===== src/rtl/multdiv_sequencer.sv =====
// Execute-stage sequencer for the multi-cycle multdiv unit: accepts a mul/div in X,
// issues a one-cycle start pulse, stalls the pipe until the result (or a watchdog timeout).
//
// Handshake: an X-stage mul/div is accepted in IDLE when is_md & !flush. stall is held from
// that cycle until the result is ready. result/exception are only meaningful while
// result_valid=1, which lasts exactly one cycle.
module multdiv_sequencer #(
    parameter int WIDTH      = 32,
    parameter int MAX_CYCLES = 40
) (
    input  logic             clock,
    input  logic             reset,
    input  logic             insn_valid,
    input  logic [4:0]       insn_opcode,
    input  logic [4:0]       insn_aluop,
    input  logic [WIDTH-1:0] operand_a,
    input  logic [WIDTH-1:0] operand_b,
    input  logic             flush,
    input  logic [WIDTH-1:0] md_result,
    input  logic             md_exception,
    input  logic             md_ready,
    output logic             ctrl_mult,
    output logic             ctrl_div,
    output logic [WIDTH-1:0] md_op_a,
    output logic [WIDTH-1:0] md_op_b,
    output logic             stall,
    output logic [WIDTH-1:0] result,
    output logic             exception,
    output logic             result_valid,
    output logic             timeout,
    output logic [1:0]       state_dbg
);
    localparam int CW = $clog2(MAX_CYCLES + 1);

    typedef enum logic [1:0] {IDLE, ISSUE, WAIT, DONE} state_t;

    state_t           state_q, state_d;
    logic [CW-1:0]    cnt_q, cnt_d;
    logic             is_mul_q, is_mul_d;
    logic [WIDTH-1:0] op_a_q, op_a_d;
    logic [WIDTH-1:0] op_b_q, op_b_d;
    logic [WIDTH-1:0] result_q, result_d;
    logic             exc_q, exc_d;
    logic             timeout_q, timeout_d;
    logic             is_md;
    logic             accept;

    always_comb begin
        is_md = insn_valid && (insn_opcode == 5'b00000) &&
                ((insn_aluop == 5'b00110) || (insn_aluop == 5'b00111));
        accept = (state_q == IDLE) && is_md && !flush;

        state_d   = state_q;
        cnt_d     = cnt_q;
        is_mul_d  = is_mul_q;
        op_a_d    = op_a_q;
        op_b_d    = op_b_q;
        result_d  = result_q;
        exc_d     = exc_q;
        timeout_d = timeout_q;

        case (state_q)
            IDLE: begin
                if (accept) begin
                    op_a_d   = operand_a;
                    op_b_d   = operand_b;
                    is_mul_d = (insn_aluop == 5'b00110);
                    state_d  = ISSUE;
                end
            end
            // md_ready here still belongs to the previous operation, so it is not looked at.
            ISSUE: begin
                cnt_d   = '0;
                state_d = flush ? IDLE : WAIT;
            end
            WAIT: begin
                cnt_d = cnt_q + CW'(1);
                if (flush) begin
                    state_d = IDLE;
                end else if (md_ready) begin
                    result_d = md_result;
                    exc_d    = md_exception;
                    state_d  = DONE;
                end else if (cnt_q == CW'(MAX_CYCLES - 1)) begin
                    result_d  = '0;
                    exc_d     = 1'b1;
                    timeout_d = 1'b1;
                    state_d   = DONE;
                end
            end
            DONE: begin
                state_d = IDLE;
            end
            default: begin
                state_d = IDLE;
            end
        endcase
    end

    always_ff @(posedge clock or negedge reset) begin
        if (!reset) begin
            state_q   <= IDLE;
            cnt_q     <= '0;
            is_mul_q  <= 1'b0;
            op_a_q    <= '0;
            op_b_q    <= '0;
            result_q  <= '0;
            exc_q     <= 1'b0;
            timeout_q <= 1'b0;
        end else begin
            state_q   <= state_d;
            cnt_q     <= cnt_d;
            is_mul_q  <= is_mul_d;
            op_a_q    <= op_a_d;
            op_b_q    <= op_b_d;
            result_q  <= result_d;
            exc_q     <= exc_d;
            timeout_q <= timeout_d;
        end
    end

    // The accept term is gated by reset so stall stays low while reset is held.
    assign stall        = (accept && reset) || (state_q == ISSUE) || (state_q == WAIT);
    assign ctrl_mult    = (state_q == ISSUE) && is_mul_q;
    assign ctrl_div     = (state_q == ISSUE) && !is_mul_q;
    assign result_valid = (state_q == DONE);
    assign md_op_a      = op_a_q;
    assign md_op_b      = op_b_q;
    assign result       = result_q;
    assign exception    = exc_q;
    assign timeout      = timeout_q;
    assign state_dbg    = state_q;
endmodule


===== config.mk =====
export PLATFORM = sky130hd
export DESIGN_NAME = multdiv_sequencer
export DESIGN_NICKNAME = d
export VERILOG_FILES = /design/src/rtl/multdiv_sequencer.sv
export SDC_FILE = /design/constraint.sdc
export NUM_CORES = 1
export LEC_CHECK = 0
export CAP_MARGIN = 10
export CORE_ASPECT_RATIO = 0.75
export CORE_MARGIN = 2
export CORE_UTILIZATION = 45
export CTS_CLUSTER_DIAMETER = 80
export DETAILED_ROUTE_END_ITERATION = 16
export DONT_BUFFER_PORTS = 1
export PLACE_DENSITY = 0.68
export SLEW_MARGIN = 20
export SYNTH_ARGS = -nofsm -noshare
export SYNTH_HDL_FRONTEND = slang
export SYNTH_SLANG_ARGS = --single-unit

===== constraint.sdc =====
create_clock -name clock -period 2.38 [get_ports clock]
set_input_delay 0.238 -clock clock [delete_from_list [all_inputs] [get_ports clock]]
set_output_delay 0.238 -clock clock [all_outputs]
set_load 0.02 [all_outputs]

## Word level (Yosys, flattened, before mapping)

Index checks and enable logic that the tools add are counted.

- Flip-flop bits (word level): 107
- Bits in latches: 0
- Bits in writable memories: 0
- Memory bits (read-only): 0
- Output and inout port bits: 104
- Memories kept: 0

- $add $sub $neg: 1
- Multipliers: 0
- Divide/modulo/power cells: 0
- $lt $le $gt $ge: 0
- Equal/unequal tests: 8
- Shift operators: 0
- Muxes and demuxes: 11
- Bitwise logic cells: 2
- Reduce and logical (&&, ||, !) cells: 20

Operators with widths:

| kind | count |
|---|---|
| 32-bit 2-to-1 mux | 2 |
| 6-bit case mux with 2 select lines | 1 |
| 5-bit by 3-bit == test with 1-bit output (second input constant) | 2 |
| 2-bit 2-to-1 mux | 5 |
| 2-bit case mux with 4 select lines | 1 |
| 1-bit logical AND | 7 |
| 6-bit by 1-bit adder with 6-bit output (second input constant) | 1 |
| 6-bit == test (second input constant) | 1 |
| 5-bit logical NOT | 1 |
| 2-bit == test (second input constant) | 2 |
| 4-bit != test (second input constant) | 1 |
| 2-bit AND reduction | 2 |
| 4-bit AND reduction | 1 |
| 2-bit nonzero test | 2 |
| 1-bit logical OR | 3 |
| 3-bit AND reduction | 1 |
| 2-bit by 1-bit == test with 1-bit output (second input constant) | 1 |
| 1-bit logical NOT | 2 |
| 2-bit logical NOT | 1 |
| 1-bit 2-to-1 mux | 2 |
| 2-bit != test (second input constant) | 1 |
| 1-bit inverter | 2 |

## Longest topological paths before layout

- Depth in word-level cells: 8
- Gate-level depth with buffers: 8

## Least setup slack after synthesis

Ideal clock, no wire load.

- Kind: register -> output
- From: register state_q[0], in the netlist state_dbg[0]
- To: output port stall
- Arrival: 1.947 ns
- Data required time: 2.142 ns
- Setup slack: 0.195 ns
- Cell stages (with the launch flop): 8
- Path buffers: 2
- Path through: dfrtp_1 inv_1 ha_1 nor4b_2 nand3_2 buf_6 buf_6 o21ai_0

- Longest elaborated chain between the ends: 6
- Elaborated cells on any way between the ends: 8
- Classes of those cells: 2 x eq/ne; 6 x reduce/logical

Ends and longest elaborated chain:

| what | RTL line | RTL |
|---|---|---|
| from (decl) | 37 | `state_t state_q, state_d;` |
| from (signal assigned) | 111 | `state_q <= state_d;` |
| 2-bit logical NOT | 51 | `accept = (state_q == IDLE) && is_md && !flush;` |
| 1-bit logical AND (2 in series) | 51 |  |
| 1-bit logical AND | 123 | `assign stall = (accept && reset) \|\| (state_q == ISSUE) \|\| (state_q == WAIT);` |
| 1-bit logical OR | 123 |  |
| 1-bit logical OR * | 123 |  |
| to (decl) | 26 | `output logic stall,` |

Every way passes the cells marked *; elsewhere a longest branch is shown, timed or not.

## Worst setup path in the final report

Same ends and word-level chain as after synthesis.

==> impl_metrics.csv <==
group,metric,value,unit
sta,max-slew-margin-rel,0.651,
placed_design,portBuffers,0,
synth,synthMuxAreaShare,0.183,
finish,drive_gt1_frac,0.329,
pwr,powerDensity,1050,nW/um^2
synth,synth_most_common_cell,"dfrtp_1",
critical_path,cp_data_required_time,2.14,ns
finish,finish.utilization,0.513,
detailed_routing,wl,8030,um
pwr,cellLeakagePower,2.31,nW
die,die_h,87.4,um
synth,synth_area_leader_cell,"dfrtp_1",
global_route,grt_pass1_vias,2170,
pwr,ir_worst_vdd,446,uV
synth,synth-simple-area-share,0.0393,
synth,ys_seq_elements,107,
placed_design,place_area,4320,um^2
finish,stdcell_count,414,
sta,rsz0062_at_grt,"false",
synth,synth_fp_nets,394,
critical_path,cp_slowest_cell,"dfrtp_1",
finish,nNetsFinal,399,
critical_path,crit_path_max_incr_delay,0.38,ns
cts,cts_made_buffers,9,
cts,cts_buffer_depth,2,
critical_path,end_kind,"primary output",
synth,synth_commonest_cells,"dfrtp_1, mux2_2, a22o_1",
detailed_routing,first_pass_iters,4,
critical_path,crit_path_cell_trace,"inv_1 -> ha_1 -> nor4b_2 -> nand3_4 -> o21ai_0 -> buf_4",
job,cap_violations,0,
synth,netlist_instances,276,
pwr,p_total,4.87,mW
placed_design,hpwlAfterDp,5600,um
placed_design,dp_cells,397,
sta,setup_viol,0,
cts,postCtsHoldBufs,1,
finish,multi_input_area,1400,um^2
die,rows,30,
synth,synth_top_family_by_area,"multiplexers",
placed_design,place_congestion,0.663,
sta,drv_slew,0,
sta,period_needed,2.10,ns
cts,cts.sinks,107,
min_path,min_path_type,"input pin to asynchronous set/reset pin",
die,dieArea,10100,um^2
global_route,antenna_found_initial,0,
detailed_routing,via_per_inst,5.46,
die,core-area,9050,um^2
run_status,violations,"negative hold slack",
global_route,grt_use_total,0.151,
synth,synth_edf_count,0,
synth,synthDistinctLibCells,32,
critical_path,cp_max_fo,5,
cts,cts_root_buf,"clkbuf_16",
detailed_routing,drt_iter0_drc,81,
detailed_routing,detail-route-antenna-nets,0,
global_route,grt_max_degree,109,
synth,synth_compound_area_frac,0.0885,
global_route,grt_pass1_wl,11400,um
synth,synthTopCellsByArea,"dfrtp_1, mux2_2, a22o_1, mux2_4, ha_1",
critical_path,critical_path_class,"flop to primary output",
sta,final.setup_skew,0.00712,ns
synth,yosysWarnings,0,
sta,max_slew.worst_pin.slew,0.524,ns
synth,async_reset_ff_frac,1.00,
synth,synth_top_area_share,0.642,
finish,fillers,748,
detailed_routing,vias,2259,
cts,ctsHtreeMaxLevel,3,
detailed_routing,drc,0,
synth,synth-adder-area-share,0.0180,
die,dieWidth,115,um
critical_path,cp-start-kind,"flop",
finish,stdcell_area,4640,um^2
synth,syn_avg_cell_area,15.1,um^2
sta,hold_viol,107,
cts,cts.clk_slew.worst_paths,0.07,ns
synth,yosysSeqAreaShare,0.642,
sta,fmax,477,MHz
cts,worstSkewPairLatency,0.34,ns
detailed_routing,routedWlPerCell,19.4,um
finish,syn2layout_area_growth,11.2,%
cts,post_cts_resized,0,
finish,diodes,0,
sta,finalHoldWorstSlack,-0.408,ns
finish,seq_area,2680,um^2
sta,post-route-period-util,0.881,
run_status,status,"finished, violations left",
die,start_util,0.461,
global_route,overflow,0,
critical_path,worstPathArrival,1.86,ns
synth,synth_xor_area_frac,0.00210,
synth,synthFlopType,"dfrtp_1",
synth,synth_area,4170,um^2
die,ios,216,
cts,cts_tree,"built",
sta,setup_tns,0,ns
sequential cells by signal (all words and copies together), names as in the netlist:
signal / flops
md_op_a: 32
md_op_b: 32
result: 32
cnt_q: 6
state_dbg: 2
exception: 1
is_mul_q: 1
timeout: 1
worst paths after layout:
kind | slack [ns] | to | startpoint | cells after the start
max | 0.28 | stall | state_dbg[0] | 6
min | -0.41 | md_op_a[7] | reset | 0
max reg2reg | 0.42 | md_op_a[27] | state_dbg[0] | 6
min reg2reg | 0.51 | cnt_q[0] | cnt_q[0] | 1
max in group asynchronous | 2.62 | md_op_a[11] | reset | 0
min in group clock | 0.03 | result[6] | md_result[6] | 1
layout by cell type (no fill, tap or decap), drive strengths merged:
master	instances
a22o	32
buf	7
or3	1
o22ai	1
o21ai	7
clkbuf	10
nand4	1
a31o	1
ha	6
nor2	4
dlygate4sd3	1
and4b	1
and2	1
nor3b	1
clkinv	1
bufinv	1
xor2	1
mux2	65
nor2b	3
mux2i	1
inv	11
clkinvlp	1
nand4b	1
a21oi	3
a2bb2oi	2
nor4	2
nor4b	1
dfrtp	107
nand3	4
nor3	2
nand2	6
timing repair:
item,CTS,global route
endpoints found under the hold margin,108,107
buffers inserted,0,0
setup endpoints to repair,0,0
logic make-up after synthesis:
| kind of cell | after synthesis |
|---|---|
| compound gates | 46 |
| xor+xnor | 1 |
| fa+ha+maj | 6 |
| buf+inv | 22 |
| flops | 107 |
| mux | 66 |
| simple gates | 28 |
per-layer routing:
layer	vias to the layer above	share of wire	routed length, um	GRT usage
met5	-	0	0	0
met4	0	0.016	128	0.0635
met3	10	0.10	843	0.0654
met2	130	0.46	3700	0.223
met1	1117	0.42	3360	0.196
li1	1002	-	-	-
final cells by class:
cell class              instances  share of cell area
well taps                     128              0.0345
inverters                       8             0.00647
multi-input cells             147               0.301
clock buffers                  10              0.0515
flip-flops and latches        107               0.577
repair buffers                  8              0.0135
clock inverters                 6              0.0154
where the power goes:
group / internal, mW / total, mW / switching [mW]
combinational: 0.374 / 0.722 / 0.349
clock: 0.857 / 1.51 / 0.651
sequential: 2.11 / 2.64 / 0.536
total: 3.34 / 4.87 / 1.54
worst max-delay path, delay by kind of cell, from the launching register on:
kind,cells,cell delay [ns]
buffers and inverters,2,0.27
AO/OA/AOI/OAI,1,0.19
adder cells (fa/ha/maj),1,0.22
AND/OR/NAND/NOR,2,0.47
flip-flops,1,0.38
through the flow:
| step | worst slack [ns] | hold slack, ns |
|---|---|---|
| after global routing | 0.136 | -0.439 |
| after global placement | 0.483 | -0.0556 |
| after detailed placement | 0.398 | -0.0555 |
| after floorplan | 0.195 | -0.0576 |
| after CTS | 0.234 | -0.430 |
| final | 0.283 | -0.408 |
Note: power is estimated with default switching activity, not from simulation.
